[src/rtl/font_rom_arbiter.sv]
// font_rom_arbiter: shares one synchronous font ROM between two pixel-pipeline requesters.
//   Port 0 is the board mine-index drawer. Port 1 is the HUD drawer.
//   At most one address is granted per cycle. The winner's address is registered onto
//   rom_addr. A {valid, port} tag travels ROM_LAT+1 stages beside the ROM, so each returned
//   line is steered to its owner with a one-cycle rvalid strobe.
// Ports:
//   clk, rst                 pixel clock, asynchronous active-low reset
//   req0/addr0/gnt0          port-0 request, address and combinational grant
//   rvalid0/rdata0           port-0 returned line (rdata0 is 0 when not owned)
//   req1/addr1/gnt1          port-1 request, address and combinational grant
//   rvalid1/rdata1           port-1 returned line (rdata1 is 0 when not owned)
//   rom_addr/rom_data        registered ROM address, ROM output line
//   busy                     at least one access is in flight
// Optional feature: define FONT_ARB_PORT0_PRIO_EN to give port 0 fixed priority, with a
//   starvation bound of MAX_WAIT waiting cycles for port 1. It replaces round-robin.
module font_rom_arbiter #(
    parameter int ADDR_W   = 13,
    parameter int DATA_W   = 50,
    parameter int ROM_LAT  = 1,
    parameter int MAX_WAIT = 3
) (
    input  logic              clk,
    input  logic              rst,
    input  logic              req0,
    input  logic [ADDR_W-1:0] addr0,
    output logic              gnt0,
    output logic              rvalid0,
    output logic [DATA_W-1:0] rdata0,
    input  logic              req1,
    input  logic [ADDR_W-1:0] addr1,
    output logic              gnt1,
    output logic              rvalid1,
    output logic [DATA_W-1:0] rdata1,
    output logic [ADDR_W-1:0] rom_addr,
    input  logic [DATA_W-1:0] rom_data,
    output logic              busy
);

    // Stage 0 lines up with rom_addr. Stage ROM_LAT lines up with rom_data.
    localparam int STAGES = ROM_LAT + 1;

    logic [STAGES-1:0] tag_vld;
    logic [STAGES-1:0] tag_port;

`ifdef FONT_ARB_PORT0_PRIO_EN
    logic [3:0] wait0;
    logic [3:0] wait1;

    // Port 0 wins unless port 1 has waited MAX_WAIT cycles.
    always_comb begin
        gnt0 = 1'b0;
        gnt1 = 1'b0;
        if (req1 && (!req0 || (wait1 >= 4'(MAX_WAIT)))) begin
            gnt1 = 1'b1;
        end else if (req0) begin
            gnt0 = 1'b1;
        end
    end

    // Each wait counter saturates at 15. It clears on a grant or when req drops.
    always_ff @(posedge clk or negedge rst) begin
        if (!rst) begin
            wait0 <= '0;
            wait1 <= '0;
        end else begin
            if (!req0 || gnt0) begin
                wait0 <= '0;
            end else if (wait0 != 4'hf) begin
                wait0 <= wait0 + 4'd1;
            end
            if (!req1 || gnt1) begin
                wait1 <= '0;
            end else if (wait1 != 4'hf) begin
                wait1 <= wait1 + 4'd1;
            end
        end
    end
`else
    logic rr_last;

    // On contention, grant the port that was not granted last.
    always_comb begin
        gnt0 = 1'b0;
        gnt1 = 1'b0;
        if (req0 && req1) begin
            gnt0 = rr_last;
            gnt1 = !rr_last;
        end else if (req0) begin
            gnt0 = 1'b1;
        end else if (req1) begin
            gnt1 = 1'b1;
        end
    end

    // The reset value of 1 lets port 0 win the first contention.
    always_ff @(posedge clk or negedge rst) begin
        if (!rst) begin
            rr_last <= 1'b1;
        end else if (gnt0 || gnt1) begin
            rr_last <= gnt1;
        end
    end
`endif

    always_ff @(posedge clk or negedge rst) begin
        if (!rst) begin
            rom_addr <= '0;
            tag_vld  <= '0;
            tag_port <= '0;
        end else begin
            if (gnt0) begin
                rom_addr <= addr0;
            end else if (gnt1) begin
                rom_addr <= addr1;
            end
            tag_vld  <= {tag_vld[STAGES-2:0], gnt0 | gnt1};
            tag_port <= {tag_port[STAGES-2:0], gnt1};
        end
    end

    always_comb begin
        rvalid0 = tag_vld[ROM_LAT] & ~tag_port[ROM_LAT];
        rvalid1 = tag_vld[ROM_LAT] & tag_port[ROM_LAT];
        rdata0  = rvalid0 ? rom_data : '0;
        rdata1  = rvalid1 ? rom_data : '0;
        busy    = |tag_vld;
    end

endmodule

[config.mk]
export PLATFORM = sky130hd
export DESIGN_NAME = font_rom_arbiter
export DESIGN_NICKNAME = d
export VERILOG_FILES = /design/src/rtl/font_rom_arbiter.sv
export SDC_FILE = /design/constraint.sdc
export NUM_CORES = 1
export LEC_CHECK = 0
export CAP_MARGIN = 20
export CORE_ASPECT_RATIO = 1.1
export CORE_MARGIN = 1.5
export CORE_UTILIZATION = 28
export DETAILED_ROUTE_END_ITERATION = 12
export PLACE_DENSITY = 0.87
export SLEW_MARGIN = 10
export SYNTH_ARGS = -nofsm -noshare
export SYNTH_HDL_FRONTEND = slang
export SYNTH_SLANG_ARGS = --single-unit
[constraint.sdc]
create_clock -name clk -period 3.48 [get_ports clk]
set_clock_uncertainty 0.2 [all_clocks]
set_input_delay 0.696 -clock clk [delete_from_list [all_inputs] [get_ports clk]]
set_output_delay 0.696 -clock clk [all_outputs]
set_load 0.03 [all_outputs]
==> results.json, run 1 <==
{
  "outcome": "finished clean",
  "syn_area_um2": 1585,
  "wirelength_mm": 7.269,
  "ant_nets": 0,
  "vias": 2240,
  "core.rowCount": 28,
  "tns_ns": 0,
  "insertion_delay_ns": 0.26,
  "post-place-ws_ns": 0.5275,
  "hp-start": "tag_port[0]",
  "critical_path.reg2reg.startpoint": "rr_last",
  "switching_power_mw": 0.4481,
  "dp.cells": 457,
  "track_usage": 0.2202,
  "io_buffers": 197,
  "fmax_ghz": 0.3394,
  "r2r_slack_ns": 1.74,
  "drc_errors": 0,
  "drt_iter0_drc": 64,
  "path_cells": "clkdlybuf4s50_1 -> and3_1 -> clkdlybuf4s50_1",
  "antenna_found_initial": 1,
  "drive_above_1_share": 0.1762,
  "fin_crit_ns": 2.947,
  "crit_type": "input pin to output port",
  "setup_ws_ns": 0.5332,
  "reg2reg_depth": 4,
  "layout_commonest_cell": "clkdlybuf4s50_1",
  "postLayoutCoreUtil": 0.6532,
  "cp_data_arrival_time_ns": 2.05,
  "viasPerCell": 4.848,
  "netlist_top_cells_area": "dfrtp_1 (27%), and2_1 (20%), and3_1 (20%)",
  "rsz0062_at_grt": "false",
  "hpwl_mm": 5.836,
  "final_max_slew_viol_count": 0,
  "combPwrFrac": 0.597,
  "final_area_um2": 3547,
  "slowest_stage": "clkdlybuf4s50_1",
  "synth_fp_nets": 282,
  "cellPowerDensity_nw_per_um2": 305.4,
  "wl_per_cell_um": 15.73,
  "setup_viol": 0,
  "intPower_mw": 0.6352,
  "period_share": 0.8468,
  "hold_ws_ns": 0.1499,
  "grt_max_degree": 52,
  "path_clk_slew_ns": 0.07,
  "fp.coreArea_um2": 5430,
  "crit_buf_inv": 2,
  "grt_pass1_wl_mm": 10.30,
  "cts_inserted_buffers": 3,
  "leakage_nw": 1.624,
  "critPathMaxStageDelay_ns": 0.68,
  "avgSynthCellArea_um2": 7.848,
  "final_cells": 462,
  "required_ns": 2.58,
  "start_kind": "input pin",
  "yosysWarnings": 0,
  "whs_path_depth": 0,
  "synth-seq-cells": 18,
  "cts_setup_buffers": 0,
  "synthesis.instances": 202,
  "critPathCaptureType": "output port",
  "slew_headroom": 0.4456,
  "critPathTopFamily": "buffers and inverters",
  "postCtsHoldBufs": 0,
  "pwr-share-seq": 0.243,
  "postPlaceCellArea_um2": 3490,
  "crit_top_cell": "clkdlybuf4s50_1",
  "cts_tree": "built",
  "hold_path_class": "flop to flop",
  "cts_root_buf": "clkbuf_8",
  "yosysSeqAreaShare": 0.2849,
  "tightest_slew_ns": 0.8290,
  "grt_pass1_vias": 2102,
  "maxCapViolCount": 0,
  "first_pass_iters": 4,
  "synth_area_leader_cell": "dfrtp_1",
  "synth_cell_type_count": 19,
  "ir_drop_uv": 276.0,
  "cts_resized": 0,
  "fin_nets": 467,
  "p_sw_frac": 0.4137,
  "p_total_mw": 1.083,
  "start_util": 0.2919,
  "rr_endpoint": "rom_addr[5]",
  "die_h_um": 81.92,
  "yosysTopAreaCellShare": 0.2684,
  "holdPathEnd": "tag_port[1]",
  "final-hold-violation-count": 0,
  "die_area_um2": 6122,
  "clock-sinks": 18,
  "cp_max_fo": 2,
  "cts-htree-levels": 1,
  "die_w_um": 74.74,
  "gp_congestion": 0.7442,
  "power_frac_clock": 0.159,
  "area_growth_pct": 123.8,
  "grt.overflow.total": 0,
  "cts_buffer_depth": 2,
  "ioPinCount": 198,
  "mostFrequentLayoutCells": "clkdlybuf4s50_1 (145), buf_4 (55), and2_1 (51), and3_1 (50), dfrtp_1 (17)"
}
## final cells by class
type	count	area, um2
inverter	1	3.754
timing repair buffer	203	1924
fill	453	1883
antenna	1	2.502
clock buffer	4	55.05
sequential	18	451.7
multi-input combinational	160	1016
tap	75	93.84
## state kept, by name (all words and copies together), names as in the netlist
name	count
tag_port	2
rr_last	1
rom_addr	13
tag_vld	2
## worst reg2reg max path: cells and delay by family, from the launching register on
kind / cells / cell delay (ns)
AOI/OAI and AO/OA: 2 / 0.38
buffers and inverters: 1 / 0.20
and+or+nand+nor: 1 / 0.07
DFF: 1 / 0.75
## power by group through the flow
stage / Sequential, mW / Clock, mW / Combinational, mW
finish: 0.264 / 0.173 / 0.647
global placement: 0.267 / 0 / 0.640
floorplan: 0.293 / 0 / 0.312
detailed placement: 0.267 / 0 / 0.650
global route: 0.268 / 0.182 / 0.685
CTS: 0.264 / 0.176 / 0.651
## cell usage after synthesis
cell / instances
a21boi_0: 1
a21o_1: 1
a21oi_1: 13
and2_1: 51
and3_1: 50
buf_2: 6
buf_4: 2
buf_6: 1
clkbuf_1: 10
clkbuf_2: 4
dfrtp_1: 17
dfstp_2: 1
inv_2: 1
nand2b_1: 13
nor2_1: 1
nor2b_4: 2
o21ai_0: 13
o32ai_1: 13
or2_2: 2
## cells by family after synthesis
logic type | Yosys count | share of synthesized area
buffers and inverters | 24 | 0.07419
and+or+nand+nor | 119 | 0.4775
DFF | 18 | 0.2849
AOI/OAI and AO/OA | 41 | 0.1634
## worst max path at each step
stage               cells past startpoint          from          to
floorplan                               3          req1        gnt1
global placement                        3  rom_data[32]  rdata1[32]
detailed placement                      3  rom_data[32]  rdata1[32]
CTS                                     3  rom_data[32]  rdata1[32]
global route                            3    tag_vld[1]  rdata1[15]
finish                                  3  rom_data[10]  rdata1[10]
## metal layers
layer	routed length [um]	track usage
met2	3713	0.4027
met1	2618	0.2307
met4	102	0.06727
met5	0	0
met3	834	0.08466
No activity file was read; power rests on OpenSTA's default activity.
==> run 2, diff against run 1 <==
--- a/config.mk
+++ b/config.mk
@@ -8,9 +8,9 @@
 export CAP_MARGIN = 20
 export CORE_ASPECT_RATIO = 1.1
 export CORE_MARGIN = 1.5
-export CORE_UTILIZATION = 28
+export CORE_UTILIZATION = 26
 export DETAILED_ROUTE_END_ITERATION = 12
-export PLACE_DENSITY = 0.87
+export PLACE_DENSITY = 0.82
 export SLEW_MARGIN = 10
 export SYNTH_ARGS = -nofsm -noshare
 export SYNTH_HDL_FRONTEND = slang
==> constraint.sdc (replaced) <==
create_clock -name clk -period 2.9 [get_ports clk]
set_clock_uncertainty 0.2 [all_clocks]
set_input_delay 0.58 -clock clk [delete_from_list [all_inputs] [get_ports clk]]
set_output_delay 0.58 -clock clk [all_outputs]
set_load 0.03 [all_outputs]
==> run 2 against run 1 <==
Net effect: first-iteration DRC count is 30% lower; non-clock buffer count is 2 higher; critical path depth is 1 higher; largest power group unchanged.
==> results.json, run 2 (synthesis gave the netlist of run 1 again) <==
{
  "tns_ns": 0,
  "wl_per_cell_um": 15.12,
  "slowest_stage": "clkdlybuf4s50_1",
  "tightest_slew_ns": 0.8320,
  "drive_above_1_share": 0.1804,
  "layout_commonest_cell": "clkdlybuf4s50_1",
  "wirelength_mm": 7.033,
  "grt_pass1_wl_mm": 10.90,
  "clock-sinks": 18,
  "drc_errors": 0,
  "cts-htree-levels": 1,
  "first_pass_iters": 4,
  "area_growth_pct": 123.9,
  "core.rowCount": 29,
  "slew_headroom": 0.4436,
  "largest_reg_flops": 13,
  "fmax_ghz": 0.3690,
  "grt_max_degree": 53,
  "path_cells": "clkdlybuf4s50_1 -> inv_2 -> nor2_1 -> clkdlybuf4s50_1",
  "crit_top_cell": "clkdlybuf4s50_1",
  "post-place-ws_ns": 0.1868,
  "gp_congestion": 0.7824,
  "insertion_delay_ns": 0.25,
  "viasPerCell": 4.695,
  "leakage_nw": 1.629,
  "mostFrequentLayoutCells": "clkdlybuf4s50_1 (145), buf_4 (58), and2_1 (51), and3_1 (50), dfrtp_1 (17)",
  "ir_drop_uv": 302.8,
  "fp.coreArea_um2": 5842,
  "cp_data_arrival_time_ns": 1.93,
  "die_h_um": 84.90,
  "cts_setup_buffers": 0,
  "path_clk_slew_ns": 0.07,
  "final_cells": 465,
  "n_antenna_cell": 0,
  "hold_ws_ns": 0.1495,
  "fin_nets": 469,
  "p_total_mw": 1.299,
  "final_area_um2": 3550,
  "critPathMaxStageDelay_ns": 0.67,
  "antenna_found_initial": 0,
  "cts_root_buf": "clkbuf_8",
  "ant_nets": 0,
  "track_usage": 0.2041,
  "ioPinCount": 198,
  "multi_input_area_um2": 1016,
  "setup_ws_ns": 0.1897,
  "hold_path_class": "flop to flop",
  "outcome": "finished clean",
  "die_w_um": 77.45,
  "vias": 2183,
  "setup_viol": 0,
  "hpwl_mm": 5.642,
  "die_area_um2": 6575,
  "start_kind": "input pin",
  "required_ns": 2.12,
  "period_share": 0.9346,
  "largest_registers": "rom_addr x13, tag_port x2, tag_vld x2",
  "fillers": 535,
  "register_area_um2": 451.7,
  "drt_iter0_drc": 45,
  "cp_max_fo": 3,
  "grt.overflow.total": 0,
  "cts_inserted_buffers": 3,
  "critPathCaptureType": "output port",
  "postPlaceCellArea_um2": 3495,
  "cellPowerDensity_nw_per_um2": 365.9,
  "maxCapViolCount": 0,
  "io_buffers": 197,
  "postCtsHoldBufs": 0,
  "final-hold-violation-count": 0,
  "postLayoutCoreUtil": 0.6076,
  "dp.cells": 461,
  "largest_register": "rom_addr",
  "cts_resized": 0,
  "final_max_slew_viol_count": 0,
  "start_util": 0.2714,
  "cts_buffer_depth": 2,
  "crit_type": "input pin to output port",
  "grt_pass1_vias": 2196,
  "cts_tree": "built",
  "fin_crit_ns": 2.710,
  "rsz0062_at_grt": "false"
}
## run 2: worst max-delay path: cells and delay by family
kind | cells | cell delay [ns]
AND/OR/NAND/NOR | 1 | 0.10
buffers and inverters | 3 | 1.24
## run 2: layout make-up
cell class                      instances  share of cell area
Clock buffer                            4             0.01551
Inverter                                1            0.001057
Multi-Input combinational cell        160              0.2862
Sequential cell                        18              0.1272
Tap cell                               77             0.02714
Timing Repair Buffer                  205              0.5428
## run 2: final timing paths
path	startpoint	to	slack, ns	depth (start not counted)
max	req0	gnt0	0.19	4
min	tag_port[0]	tag_port[1]	0.15	0
max reg2reg	rr_last	rom_addr[3]	1.44	4
min reg2reg	tag_port[0]	tag_port[1]	0.15	0
max in group asynchronous	rst	tag_vld[1]	1.38	1
min in group asynchronous	rst	rom_addr[8]	0.60	1
## run 2: per-layer routing
metal | share of wire | vias up | routed length (um) | GRT usage
met5 | 0 | - | 0 | 0
met4 | 0.017 | 0 | 122 | 0.05785
met3 | 0.088 | 14 | 618 | 0.06022
met2 | 0.51 | 103 | 3614 | 0.3764
met1 | 0.38 | 989 | 2679 | 0.2258
li1 | - | 1077 | - | -
## run 2: power by group
part,total [mW],switching (mW),leakage [nW],internal [mW]
logic,0.793,0.431,1.40,0.362
clock network,0.207,0.0861,0.0288,0.121
registers,0.299,0.0165,0.203,0.283
total,1.30,0.533,1.63,0.765
